**config.mk**
```make
export PLATFORM = sky130hd
export DESIGN_NAME = calc_key_sequencer
export DESIGN_NICKNAME = d
export VERILOG_FILES = /design/src/rtl/calc_key_sequencer.sv
export SDC_FILE = /design/constraint.sdc
export NUM_CORES = 1
export LEC_CHECK = 0
export CORE_MARGIN = 3
export CORE_UTILIZATION = 35
export CTS_BUF_LIST = sky130_fd_sc_hd__clkbuf_4 sky130_fd_sc_hd__clkbuf_8 sky130_fd_sc_hd__clkbuf_16
export CTS_CLUSTER_SIZE = 8
export DETAILED_ROUTE_END_ITERATION = 8
export REMOVE_ABC_BUFFERS = 1
export SLEW_MARGIN = 20
export SYNTH_ARGS = -nofsm -noshare
export SYNTH_HDL_FRONTEND = slang
export SYNTH_SLANG_ARGS = --single-unit
```
**constraint.sdc**
```tcl
create_clock -name clk -period 8 [get_ports clk]
set_clock_uncertainty 0.1 [all_clocks]
set_input_delay 1.2 -clock clk [delete_from_list [all_inputs] [get_ports clk]]
set_output_delay 1.2 -clock clk [all_outputs]
set_load 0.02 [all_outputs]
```
**src/rtl/calc_key_sequencer.sv**
```systemverilog
// calc_key_sequencer: keypad sequencer for the lab calculator.
// Collects operand A, an operator, operand B and '=' from debounced key strobes.
// It then computes A op B and converts the binary result to BCD for the display,
// using a double-dabble converter that handles one result bit per clock.

module calc_key_sequencer #(
  parameter int N_DIG = 2
) (
  input  logic               clk,
  input  logic               rst_n,
  input  logic               key_valid,
  input  logic [3:0]         key_in,
  output logic [1:0]         mode_arith,
  output logic [8*N_DIG-1:0] disp_bcd,
  output logic               disp_neg,
  output logic               busy,
  output logic               done,
  output logic [2:0]         state
);

  // Result width is chosen so that 2*N_DIG decimal digits always fit.
  localparam int RW = (N_DIG == 1) ? 7 : ((N_DIG == 2) ? 14 : 20);
  localparam int OW = 4 * N_DIG;
  localparam int DW = 8 * N_DIG;
  localparam int BW = $clog2(RW + 1);

  typedef enum logic [2:0] {
    S_IDLE    = 3'd0,
    S_ENT_A   = 3'd1,
    S_ENT_B   = 3'd2,
    S_COMPUTE = 3'd3,
    S_CONVERT = 3'd4,
    S_SHOW    = 3'd5
  } state_t;

  state_t          state_q;
  logic [OW-1:0]   a_bcd;
  logic [OW-1:0]   b_bcd;
  logic [RW-1:0]   a_bin;
  logic [RW-1:0]   b_bin;
  logic [1:0]      a_cnt;
  logic [1:0]      b_cnt;
  logic [RW-1:0]   result;
  logic            neg;
  logic [DW-1:0]   bcd_sr;
  logic [BW-1:0]   bit_cnt;

  logic            is_digit;
  logic            is_op;
  logic            is_eq;
  logic            is_clr;
  logic [1:0]      op_mode;
  logic            a_room;
  logic            b_room;
  logic [OW-1:0]   a_bcd_next;
  logic [OW-1:0]   b_bcd_next;
  logic [OW-1:0]   first_bcd;
  logic [RW-1:0]   a_bin_next;
  logic [RW-1:0]   b_bin_next;
  logic [DW-1:0]   bcd_adj;
  logic [DW-1:0]   bcd_shift;

  // Shift one decimal digit into the least significant nibble.
  function automatic logic [OW-1:0] shift_digit(input logic [OW-1:0] bcd, input logic [3:0] d);
    logic [OW-1:0] t;
    t      = bcd << 4;
    t[3:0] = d;
    return t;
  endfunction

  // Track the binary value of an operand alongside its BCD form.
  function automatic logic [RW-1:0] acc_digit(input logic [RW-1:0] bin, input logic [3:0] d);
    return (bin * RW'(10)) + RW'(d);
  endfunction

  // Operands occupy the low half of the display word.
  function automatic logic [DW-1:0] widen(input logic [OW-1:0] v);
    return {{OW{1'b0}}, v};
  endfunction

  assign is_digit = key_valid && (key_in <= 4'd9);
  assign is_op    = key_valid && (key_in >= 4'd10) && (key_in <= 4'd12);
  assign is_eq    = key_valid && (key_in == 4'd13);
  assign is_clr   = key_valid && (key_in == 4'd14);

  assign a_room     = (a_cnt < 2'(N_DIG));
  assign b_room     = (b_cnt < 2'(N_DIG));
  assign a_bcd_next = shift_digit(a_bcd, key_in);
  assign b_bcd_next = shift_digit(b_bcd, key_in);
  assign first_bcd  = shift_digit('0, key_in);
  assign a_bin_next = acc_digit(a_bin, key_in);
  assign b_bin_next = acc_digit(b_bin, key_in);

  assign state = state_q;

  // Translate operator keys into the arithmetic mode encoding.
  always_comb begin
    op_mode = 2'd0;
    case (key_in)
      4'd11:   op_mode = 2'd1;
      4'd12:   op_mode = 2'd2;
      default: op_mode = 2'd0;
    endcase
  end

  // One double-dabble step: add 3 to BCD nibbles of 5 or more, then shift in the next result bit.
  always_comb begin
    bcd_adj = bcd_sr;
    for (int i = 0; i < 2 * N_DIG; i++) begin
      if (bcd_adj[4*i +: 4] >= 4'd5) begin
        bcd_adj[4*i +: 4] = bcd_adj[4*i +: 4] + 4'd3;
      end
    end
    bcd_shift = {bcd_adj[DW-2:0], result[RW-1]};
  end

  // Sequencer state machine with registered operands, result and display outputs.
  always_ff @(posedge clk or negedge rst_n) begin
    if (!rst_n) begin
      state_q    <= S_IDLE;
      a_bcd      <= '0;
      b_bcd      <= '0;
      a_bin      <= '0;
      b_bin      <= '0;
      a_cnt      <= '0;
      b_cnt      <= '0;
      result     <= '0;
      neg        <= 1'b0;
      bcd_sr     <= '0;
      bit_cnt    <= '0;
      mode_arith <= 2'd0;
      disp_bcd   <= '0;
      disp_neg   <= 1'b0;
      busy       <= 1'b0;
      done       <= 1'b0;
    end else begin
      done <= 1'b0;
      if (is_clr) begin
        state_q  <= S_IDLE;
        a_bcd    <= '0;
        b_bcd    <= '0;
        a_bin    <= '0;
        b_bin    <= '0;
        a_cnt    <= '0;
        b_cnt    <= '0;
        result   <= '0;
        neg      <= 1'b0;
        bcd_sr   <= '0;
        bit_cnt  <= '0;
        disp_bcd <= '0;
        disp_neg <= 1'b0;
        busy     <= 1'b0;
      end else begin
        case (state_q)
          S_IDLE: begin
            if (is_digit) begin
              a_bcd    <= first_bcd;
              a_bin    <= RW'(key_in);
              a_cnt    <= 2'd1;
              disp_bcd <= widen(first_bcd);
              disp_neg <= 1'b0;
              state_q  <= S_ENT_A;
            end else if (is_op) begin
              mode_arith <= op_mode;
              a_bcd      <= '0;
              a_bin      <= '0;
              a_cnt      <= '0;
              b_bcd      <= '0;
              b_bin      <= '0;
              b_cnt      <= '0;
              disp_bcd   <= '0;
              state_q    <= S_ENT_B;
            end
          end

          S_ENT_A: begin
            if (is_digit) begin
              if (a_room) begin
                a_bcd    <= a_bcd_next;
                a_bin    <= a_bin_next;
                a_cnt    <= a_cnt + 2'd1;
                disp_bcd <= widen(a_bcd_next);
              end
            end else if (is_op) begin
              mode_arith <= op_mode;
              b_bcd      <= '0;
              b_bin      <= '0;
              b_cnt      <= '0;
              disp_bcd   <= '0;
              state_q    <= S_ENT_B;
            end
          end

          S_ENT_B: begin
            if (is_digit) begin
              if (b_room) begin
                b_bcd    <= b_bcd_next;
                b_bin    <= b_bin_next;
                b_cnt    <= b_cnt + 2'd1;
                disp_bcd <= widen(b_bcd_next);
              end
            end else if (is_op) begin
              // The operator can still be changed until the first B digit arrives.
              if (b_cnt == 2'd0) begin
                mode_arith <= op_mode;
              end
            end else if (is_eq) begin
              busy    <= 1'b1;
              state_q <= S_COMPUTE;
            end
          end

          S_COMPUTE: begin
            case (mode_arith)
              2'd0: begin
                result <= a_bin + b_bin;
                neg    <= 1'b0;
              end
              2'd1: begin
                if (a_bin >= b_bin) begin
                  result <= a_bin - b_bin;
                  neg    <= 1'b0;
                end else begin
                  result <= b_bin - a_bin;
                  neg    <= 1'b1;
                end
              end
              default: begin
                result <= a_bin * b_bin;
                neg    <= 1'b0;
              end
            endcase
            bcd_sr  <= '0;
            bit_cnt <= '0;
            state_q <= S_CONVERT;
          end

          S_CONVERT: begin
            bcd_sr  <= bcd_shift;
            result  <= result << 1;
            bit_cnt <= bit_cnt + 1'b1;
            if (bit_cnt == BW'(RW - 1)) begin
              disp_bcd <= bcd_shift;
              disp_neg <= neg;
              busy     <= 1'b0;
              done     <= 1'b1;
              state_q  <= S_SHOW;
            end
          end

          S_SHOW: begin
            if (is_digit) begin
              a_bcd    <= first_bcd;
              a_bin    <= RW'(key_in);
              a_cnt    <= 2'd1;
              b_bcd    <= '0;
              b_bin    <= '0;
              b_cnt    <= '0;
              disp_bcd <= widen(first_bcd);
              disp_neg <= 1'b0;
              state_q  <= S_ENT_A;
            end
          end

          default: begin
            state_q <= S_IDLE;
            busy    <= 1'b0;
          end
        endcase
      end
    end
  end

endmodule

```
==> metrics, run 1 <==
final setup TNS=0 ps; critical path launch point=b_bin[3]; drt pass-1 iters=5; number of buffers added for setup after CTS=0; count of hold-fix buffers inserted at cts=0; sum of overflow across all layers after global routing=0; share of power burned in registers=0.216; Antenna Violating Nets Remaining=0; diode count=0; Synth Register Bits=98; root buffer cell=clkbuf_16; global-route wire length before repair=52,400 um; family with the most delay on the worst path=adder cells; level count of the clock H-tree=3; total via count after detailed routing=9,614; Max VDD drop=207 uV; CP max stage delay=640 ps; switching power share of the total=0.537; number of distinct library cell variants in the gate-level netlist after synthesis=72; Crit Path Max Fanout=10; library cell occupying the most area in the post-synthesis netlist=dfrtp_1; Chip Height=185 um; share of the yosys chip area belonging to registers=0.219; Buffers & Inverters on Critical Path=5; count of boundary I/O pins=31; number of global-route vias before repair=9,348; die extent in x=185 um; clock period minus final worst setup slack=6420 ps; most used standard cells in the synthesized netlist=187 x nand2_1, 152 x inv_1, 138 x ha_1, 118 x nor2_1, 98 x dfrtp_1; gp weighted congestion=0.968; worst-skew pair later-pin latency=360 ps; Cell Area, Synth=11,200 um^2; number of fillers in the final layout=3,198; HP Class=flip-flop to flip-flop; number of hold-slack violations in the final timing report=0; leakage power=0.00568 uW; via density per instance=5.42; logic gate share of total power=0.667; count of max-cap constraint violations=0; proportion of synthesized flip-flops having asynchronous set or reset=1.00; most instantiated library cell after synthesis=nand2_1; synth top area cells=dfrtp_1 22%, ha_1 15%, fa_1 11%; status=complete, no violations; area share of the largest cell type after synthesis=0.219; relative max-transition margin=0.405; switching power=2050 uW; number of cells in the design after placement=1,758; CTS buffer count=9; Area Overhead vs Synth=8.77%; count of flip-flops with a built-in enable after synthesis=0; kind of end point of the critical path=flip-flop; top flip-flop cell by instance count after synthesis=dfrtp_1; half-perimeter wire length after placement=24,800 um; crit-path cells=clkinv_1 -> nor2_1 -> fa_1 -> inv_1 -> fa_1 -> inv_1 -> fa_1 -> fa_1 -> fa_1 -> inv_1 -> fa_1 -> inv_1 -> ha_1 -> and3_1 -> a311oi_1 -> o21ai_0 -> a21oi_1 -> xnor2_1 -> a21oi_1 -> o41ai_2; number of synthesis warnings=0; DIE AREA=34,200 um^2; fin cells=1,774; number of buffers between clock root and the deepest sink=2; pin count of the biggest net entering global routing=58; Post-Syn Area per Cell=8.16 um^2; starting density of the core=0.361; placeable core region=31,100 um^2; required arrival time at the worst endpoint=8130 ps; crit path max-delay cell type=dfrtp_1; post-route fraction of the period consumed by the critical path=0.802; hold path start=disp_bcd[2]; layout cells sized above 1=0.0356; global-route usage over all layers=0.192; clock transition at the registers of the reported paths=80 ps; unrepaired setup endpoints after global routing=false; internal cell power=1770 uW; PD cells=313 nW/um^2; number of setup violations in the final report=0; total DRC errors in the routed layout=0; Port Buffers=30; cell occurring most often along the worst timing path=fa_1; Slew @ Worst Pin=889 ps; initial antenna violation count=0; routed wire length per instance=18.2 um; iteration-0 DRC count of the detailed router=786; post-CTS resize count=0; final routed wirelength across all metal layers=32,200 um; Fmax achieved=156 MHz; FF-to-FF Start=b_bin[3]; fraction of power consumed by the clock network=0.118; Pins Over Slew Limit=0; # rows=64; clock tree from TritonCTS=built; post-synthesis instance total=1,373; element type at the critical path start=flip-flop; number of nets in the layout=1,580; signal arrival time at the worst endpoint=6550 ps; number of sinks handled by clock tree synthesis=98; type of the setup path with the least slack=flip-flop to flip-flop
-- metal layers --
metal / up-vias / wire (um) / GRT usage
li1: 4677 / - / -
met1: 4603 / 15300 / 0.275
met2: 294 / 14600 / 0.311
met3: 40 / 1750 / 0.0242
met4: 0 / 553 / 0.0390
met5: - / 0 / 0
-- layout make-up --
class,count,area (um^2),share of cell area
clock inverter,7,78.8,0.00647
inverter,157,589,0.0484
clock buffer,9,225,0.0185
multi-input combinational,1064,7950,0.652
sequential,98,2450,0.201
tap,396,495,0.0407
timing repair buffer,43,395,0.0324
-- power groups by stage --
stage                     Clock (uW)  Combinational (uW)  Sequential (uW)
after floorplan                    0                1760              800
after global placement             0                2490              825
after detailed placement           0                2490              830
after CTS                        460                2500              822
after global routing             480                2810              847
final                            449                2550              824
-- worst paths after layout --
kind | to | slack, ps | cells past startpoint
max | result[13] | 1580 | 20
min | disp_bcd[2] | 380 | 2
max reg2reg | result[13] | 1580 | 20
min reg2reg | disp_bcd[2] | 380 | 2
max in group asynchronous | b_bin[12] | 5950 | 2
min in group asynchronous | disp_bcd[12] | 710 | 1
-- sequential cells by signal (all words and copies together) (netlist names) --
register and cells:
a_bcd 4, a_bin 14, a_cnt 2, b_bcd 4, b_bin 13, b_cnt 2, bcd_sr 16, bit_cnt 4
busy 1, disp_bcd 16, disp_neg 1, done 1, mode_arith 2, neg 1, result 14, state 3
-- per-stage QoR --
step           total power (uW)  hold slack, ps  instance area, um^2  utilization  setup WS, ps
6_report                   3820             383                12200        0.392          1580
2_1_floorplan              2560             347                11000            -          2330
3_5_place_dp               3320             369                11900        0.382          1640
4_1_cts                    3790             388                12200        0.392          1600
3_3_place_gp               3310             362                11900        0.382          1770
5_1_grt                    4140             415                12200        0.392          1220
-- worst reg2reg max path, cell delays in order (launching register included) --
cell	delay, ps
dfrtp_1	640
clkinv_1	380
nor2_1	230
fa_1	430
inv_1	90
fa_1	390
inv_1	90
fa_1	430
fa_1	490
fa_1	540
inv_1	50
fa_1	530
inv_1	50
ha_1	360
and3_1	210
a311oi_1	380
o21ai_0	130
a21oi_1	330
xnor2_1	130
a21oi_1	200
o41ai_2	100
-- cell families (layout without fill, tap and decap cells) --
family | after synthesis | after routing | share of synthesized area
AND/OR/NAND/NOR | 441 | 441 | 0.175
AO/OA/AOI/OAI | 330 | 330 | 0.192
buffers and inverters | 211 | 216 | 0.0731
adder cells (fa/ha/maj) | 200 | 200 | 0.265
flip-flops | 98 | 98 | 0.219
XOR/XNOR | 83 | 83 | 0.0673
multiplexers | 10 | 10 | 0.00905
-- cells in the final DEF, fill, tap and decap left out, drive strengths merged, types with 4 or more instances in the layout --
cell and n:
mux2i 9, o22ai 4, nor2b 18, xnor2 58, a21o 28, and3 4, or3 7, nand2 187
fa 62, clkbuf 9, o21bai 9, a21oi 74, nor3 33, nor3b 8, a22oi 8, a211oi 17
nand2b 12, o21ai 105, clkinv 6, clkdlybuf4s50 29, a21boi 5, ha 138, nand4 9, or2 4
o41ai 4, buf 14, nor4 5, dfrtp 98, nor2 119, a32oi 4, xor2 23, inv 158
nand3 26, a31oi 12, a22o 12, o31ai 15, a221oi 6
(Power assumes the default switching activity.)
==> run 2, diff against run 1 <==
clock period = 5.1 ns   (was 8 ns; I/O delays follow)
==> run 2 against run 1 <==
Effect of this change: the run now ends with negative setup slack left; count of clock-buffer cells in the layout did not move; worst setup slack got worse by 1900 ps; combinational power rose by 76%; hold slack got worse by 11 ps; routed wire length rose by 5.1%; first-iteration DRC count rose by 19%; non-clock buffer count rose by 119; sequential share of layout area fell by 1.9 points; cell count rose by 6.7%; core utilization rose by 4.2 points; global-route usage rose by 0.98 points; die area did not move; critical endpoint is now result[9]; largest cell class unchanged; highest routed layer is now met5.
==> metrics, run 2 (synthesized netlist as in run 1, its figures left out) <==
Chip Height=185 um (unchanged); Pins Over Slew Limit=0 (unchanged); Fmax achieved=186 MHz (+19%); die extent in x=185 um (unchanged); clock transition at the registers of the reported paths=80 ps (about the same); Slew @ Worst Pin=931 ps (+42.0 ps); violations in the final reports=negative setup slack; fin cells=1,893 (+6.7%); number of setup violations in the final report=6 (+6); relative max-transition margin=0.377 (-0.0281); number of nets in the layout=1,699 (+7.5%); type of the setup path with the least slack=flip-flop to flip-flop; gp weighted congestion=0.891 (-7.9%); Antenna Violating Nets Remaining=0 (unchanged); routed wire length per instance=17.9 um (-1.5%); depth of the worst register-to-register path=23 (+15%); critical path launch point=b_bin[4]; CTS buffer count=9 (unchanged); endpoint of the worst-slack reg-to-reg timing path=result[9]; leakage power=0.00625 uW (+10%); global-route usage over all layers=0.201 (+0.00976); pin count of the biggest net entering global routing=63 (+8.6%); HP Class=primary input to asynchronous set/reset pin; iteration-0 DRC count of the detailed router=938 (+19%); number of sinks handled by clock tree synthesis=98 (unchanged); number of hold-slack violations in the final timing report=0 (unchanged); clock period minus final worst setup slack=5390 ps (-1030 ps); # rows=64 (unchanged); sum of overflow across all layers after global routing=0 (unchanged); starting density of the core=0.361 (unchanged); commonest non-fill, non-tap cells in the layout=186 x nand2_1, 133 x inv_1, 123 x ha_1, 122 x buf_4, 108 x nor2_1; required arrival time at the worst endpoint=5250 ps (-2880 ps); global-route wire length before repair=54,600 um (+4.3%); total design power=6400 uW (+67%); final worst slack=-285 ps (-1870 ps); clock tree from TritonCTS=built; FF-to-FF Start=b_bin[4]; number of cells in the design after placement=1,857 (+5.6%); count of boundary I/O pins=31 (unchanged); crit-path cells=inv_2 -> buf_4 -> buf_4 -> nor2_1 -> fa_1 -> inv_1 -> fa_1 -> inv_1 -> ha_4 -> ha_4 -> fa_1 -> inv_1 -> fa_1 -> inv_1 -> ha_2 -> nor3_1 -> o21ai_1 -> buf_4 -> a31oi_1 -> xor2_1 -> nor2_1 -> a41oi_1 -> a21oi_1; total DRC errors in the routed layout=0 (unchanged); Post-Route Hold Slack=372 ps (-10.8 ps); PD cells=474 nW/um^2 (+51%); top flop regs=bcd_sr x16, disp_bcd x16; kind of end point of the critical path=flip-flop; worst-skew pair later-pin latency=370 ps (about the same); final setup TNS=-951 ps (-951 ps); Port Buffers=30 (unchanged); unrepaired setup endpoints after global routing=true; DIE AREA=34,200 um^2 (unchanged); CP max stage delay=540 ps (-100 ps); post-route fraction of the period consumed by the critical path=1.06 (+0.254); initial antenna violation count=1 (+1); worst setup slack for register-to-register paths=-290 ps (-1870 ps); count of max-cap constraint violations=0 (unchanged); signal arrival time at the worst endpoint=5530 ps (-1020 ps); Post-Place Setup Slack=-675 ps (-2310 ps); layout cells sized above 1=0.158 (+0.123); status=finished with violations; crit path max-delay cell type=fa_1; via density per instance=5.36 (-1.1%); drt pass-1 iters=6 (+1); Crit Path Max Fanout=5 (-5); Max VDD drop=329 uV (+59%); element type at the critical path start=flip-flop; Area Overhead vs Synth=20.4%; final routed wirelength across all metal layers=33,800 um (+5.1%); level count of the clock H-tree=3 (unchanged); half-perimeter wire length after placement=26,100 um (+5.3%); total via count after detailed routing=10,100 (+5.5%); diode count=0 (unchanged); number of buffers between clock root and the deepest sink=2 (unchanged); commonest non-fill, non-tap cell in the layout=nand2_1; number of global-route vias before repair=9,992 (+6.9%); placeable core region=31,100 um^2 (unchanged); root buffer cell=clkbuf_16
## run 2: critical path: cells and delay by family (launching register included)
family	cells	cell delay (ps)
AO/OA/AOI/OAI	4	630
adder cells (fa/ha/maj)	7	2810
buffers and inverters	8	720
XOR/XNOR	1	280
AND/OR/NAND/NOR	3	330
flip-flops	1	400
## run 2: layout make-up
type,instances,area (um^2)
Timing Repair Buffer,162,1330
Inverter,157,594
Fill cell,3117,17600
Tap cell,396,495
Clock buffer,9,225
Multi-Input combinational cell,1064,8300
Clock inverter,7,81.3
Sequential cell,98,2450
## run 2: report_power, final
part	leakage, uW	internal, uW	switching [uW]	total, uW
Combinational	0.00477	1740	2760	4490
Sequential	0.00133	958	229	1190
Clock	0.000149	350	367	717
Total	0.00625	3040	3350	6400
## run 2: worst max-delay path by stage
stage	endpoint	slack [ps]	cells after the start
after floorplan	result[13]	-570	22
after global placement	result[13]	-610	23
after detailed placement	result[13]	-680	23
after CTS	result[13]	-260	23
after global routing	result[9]	-530	22
final	result[9]	-290	23
## run 2: stage by stage
stage                      util  cell area (um^2)
after CTS                 0.432             13400
after global routing      0.434             13500
after detailed placement  0.406             12600
after floorplan               -             11000
after global placement    0.406             12600
final                     0.434             13500
## run 2: layer usage
layer,GRT usage,vias up,wire length [um]
met4,0.0510,2,789
met5,0,-,13
li1,-,4910,-
met3,0.0308,45,1930
met1,0.284,4890,15600
met2,0.324,298,15500
## run 2: timing repair
item | CTS | global route
resized for setup | 88 | 9
buffers inserted | 15 | 5
pin swaps | 52 | 25
hold buffers | 0 | 0
setup endpoints to repair | 6 | 6
==> variant (settings of run 2) <==
Change the parameter `N_DIG` from 2 to 1. Comments in the files are not updated.
--- a/src/rtl/calc_key_sequencer.sv
+++ b/src/rtl/calc_key_sequencer.sv
@@ -5,5 +5,5 @@
 
 module calc_key_sequencer #(
-  parameter int N_DIG = 2
+  parameter int N_DIG = 1
 ) (
   input  logic               clk,
Ports: changed (resized disp_bcd); port bits go from 31 to 23. The function was not compared with the original's and may differ.
==> variant against run 2 <==
Sequential share of layout area up 5.9 points. Final area decreased by 59%. Sequential cell count down 45. Synthesized area is 55% lower. First-iteration DRC count shrank 72%. Worst hold slack improved by 30 ps. Wire length decreased by 60%. Total power fell by 56%. Setup slack improved by 1400 ps.
==> variant: results (changes against run 2) <==
| Metric | Value |
|---|---|
| Crit path largest cell delay | `510 ps (-30 ps)` |
| Slowest cell on crit path | `dfrtp_1` |
| Peak supply drop | `0.000321 V (-2.4%)` |
| H-tree depth | `2 (-1)` |
| Leak | `2.41 nW (-61%)` |
| Fillers | `1414 (-55%)` |
| Largest cells by area after synthesis | `dfrtp_1, ha_1, fa_1` |
| Largest regs | `bcd_sr: 8 flops, disp_bcd: 8 flops` |
| Layout Nets | `666 (-61%)` |
| Status | `complete, no violations` |
| Vias in the first global route | `4369 (-56%)` |
| Ys async rst share | `100% (unchanged)` |
| CTS resizes | `0 (-100%)` |
| Total track usage | `17.1% (-3.0 points)` |
| Crit path DAT | `4110 ps (-1420 ps)` |
| Hold Path Class | `flop to flop` |
| Min Hold Slack | `402 ps (+30.5 ps)` |
| Total CTS buffers | `5 (-4)` |
| RR Endpoint | `result[6]` |
| Clock Latency Late Sink | `300 ps (-70 ps)` |
| Post-synthesis cell type count | `72 (unchanged)` |
| Routability Congestion | `0.916 (+2.7%)` |
| Initial DRC count | `267 (-72%)` |
| Post-CTS setup buffer count | `0 (-15)` |
| Initial antenna violation count | `0 (-1)` |
| Setup_tns | `0 ps (+951 ps)` |
| Max_slew headroom | `50.1% (+12 points)` |
| Reg-to-reg critical path startpoint | `a_bin[2]` |
| Synth cell count leaders | `nand2_1, ha_1, dfrtp_1, inv_1, nor2_1` |
| Final period util | `78.8% (-27 points)` |
| Critical Path Fanout Max | `8 (+3)` |
| Placed Cells | `764 (-59%)` |
| Register area share after synthesis | `26.3% (+4.4 points)` |
| Largest net degree at the start of global routing | `54 (-14%)` |
| R2r setup slk | `1080 ps (+1370 ps)` |
| Worst r2r path cells | `14 (-39%)` |
| Post-DP HPWL | `10.3 mm (-61%)` |
| First-pass GRT wire length | `22.4 mm (-59%)` |
| Yosys warning count | `0 (unchanged)` |
| Post-route insts no fill | `772 (-59%)` |
| Area after DPL | `0.00535 mm² (-58%)` |
| Wire length per cell | `17.4 µm (-2.9%)` |
| Setup-failing EPs final | `0 (-6)` |
| Share of post-route cells with drive strength above 1 | `6.25% (-9.6 points)` |
| DR vias | `4264 (-58%)` |
| Syn_area_per_cell | `8.61 µm² (+5.5%)` |
==> variant: changes by cell type after synthesis, moves of 48 or more <==
cell and change:
nand2_1 -125, o21ai_0 -68, ha_1 -84, nor2_1 -70, inv_1 -99, fa_1 -48
==> variant: how the worst max path moves through the flow <==
stage	start	cells past startpoint	end
2_1_floorplan	b_bin[3]	14	result[6]
3_3_place_gp	a_bin[1]	14	result[6]
3_5_place_dp	a_bin[1]	14	result[6]
4_1_cts	a_bin[1]	14	result[6]
5_1_grt	a_bin[1]	14	result[6]
6_report	a_bin[2]	14	result[6]
==> variant: where the power goes <==
part           total (W)  switching (W)  internal, W
Sequential      0.000746       0.000199     0.000547
Clock           0.000359       0.000173     0.000186
Combinational    0.00170       0.000990     0.000711
==> variant: area by class of cell <==
cell class	instances	area [µm²]	area share, %
multi-input cells	452	3360	61.0
flip-flops and latches	53	1330	24.1
repair buffers	26	245	4.46
well taps	180	225	4.09
inverters	53	199	3.62
clock buffers	5	125	2.27
clock inverters	3	26.3	0.477
==> variant: logic make-up after synthesis <==
family / Yosys count / synth area share [%]
muxes: 12 / 2.56
and+or+nand+nor: 182 / 17.3
xor gates and xnor gates: 35 / 6.35
buffers and inverters: 81 / 7.22
DFF: 53 / 26.3
AOI/OAI and AO/OA: 155 / 21.3
adders and majority gates: 68 / 19.0
==> variant: per-layer routing <==
metal / track usage [%] / vias up / part of all wire (%)
li1: - / 2052 / -
met2: 28.9 / 105 / 48
met5: 0 / - / 0
met1: 23.4 / 2090 / 47
met4: 4.35 / 0 / 1.6
met3: 2.08 / 17 / 4.0
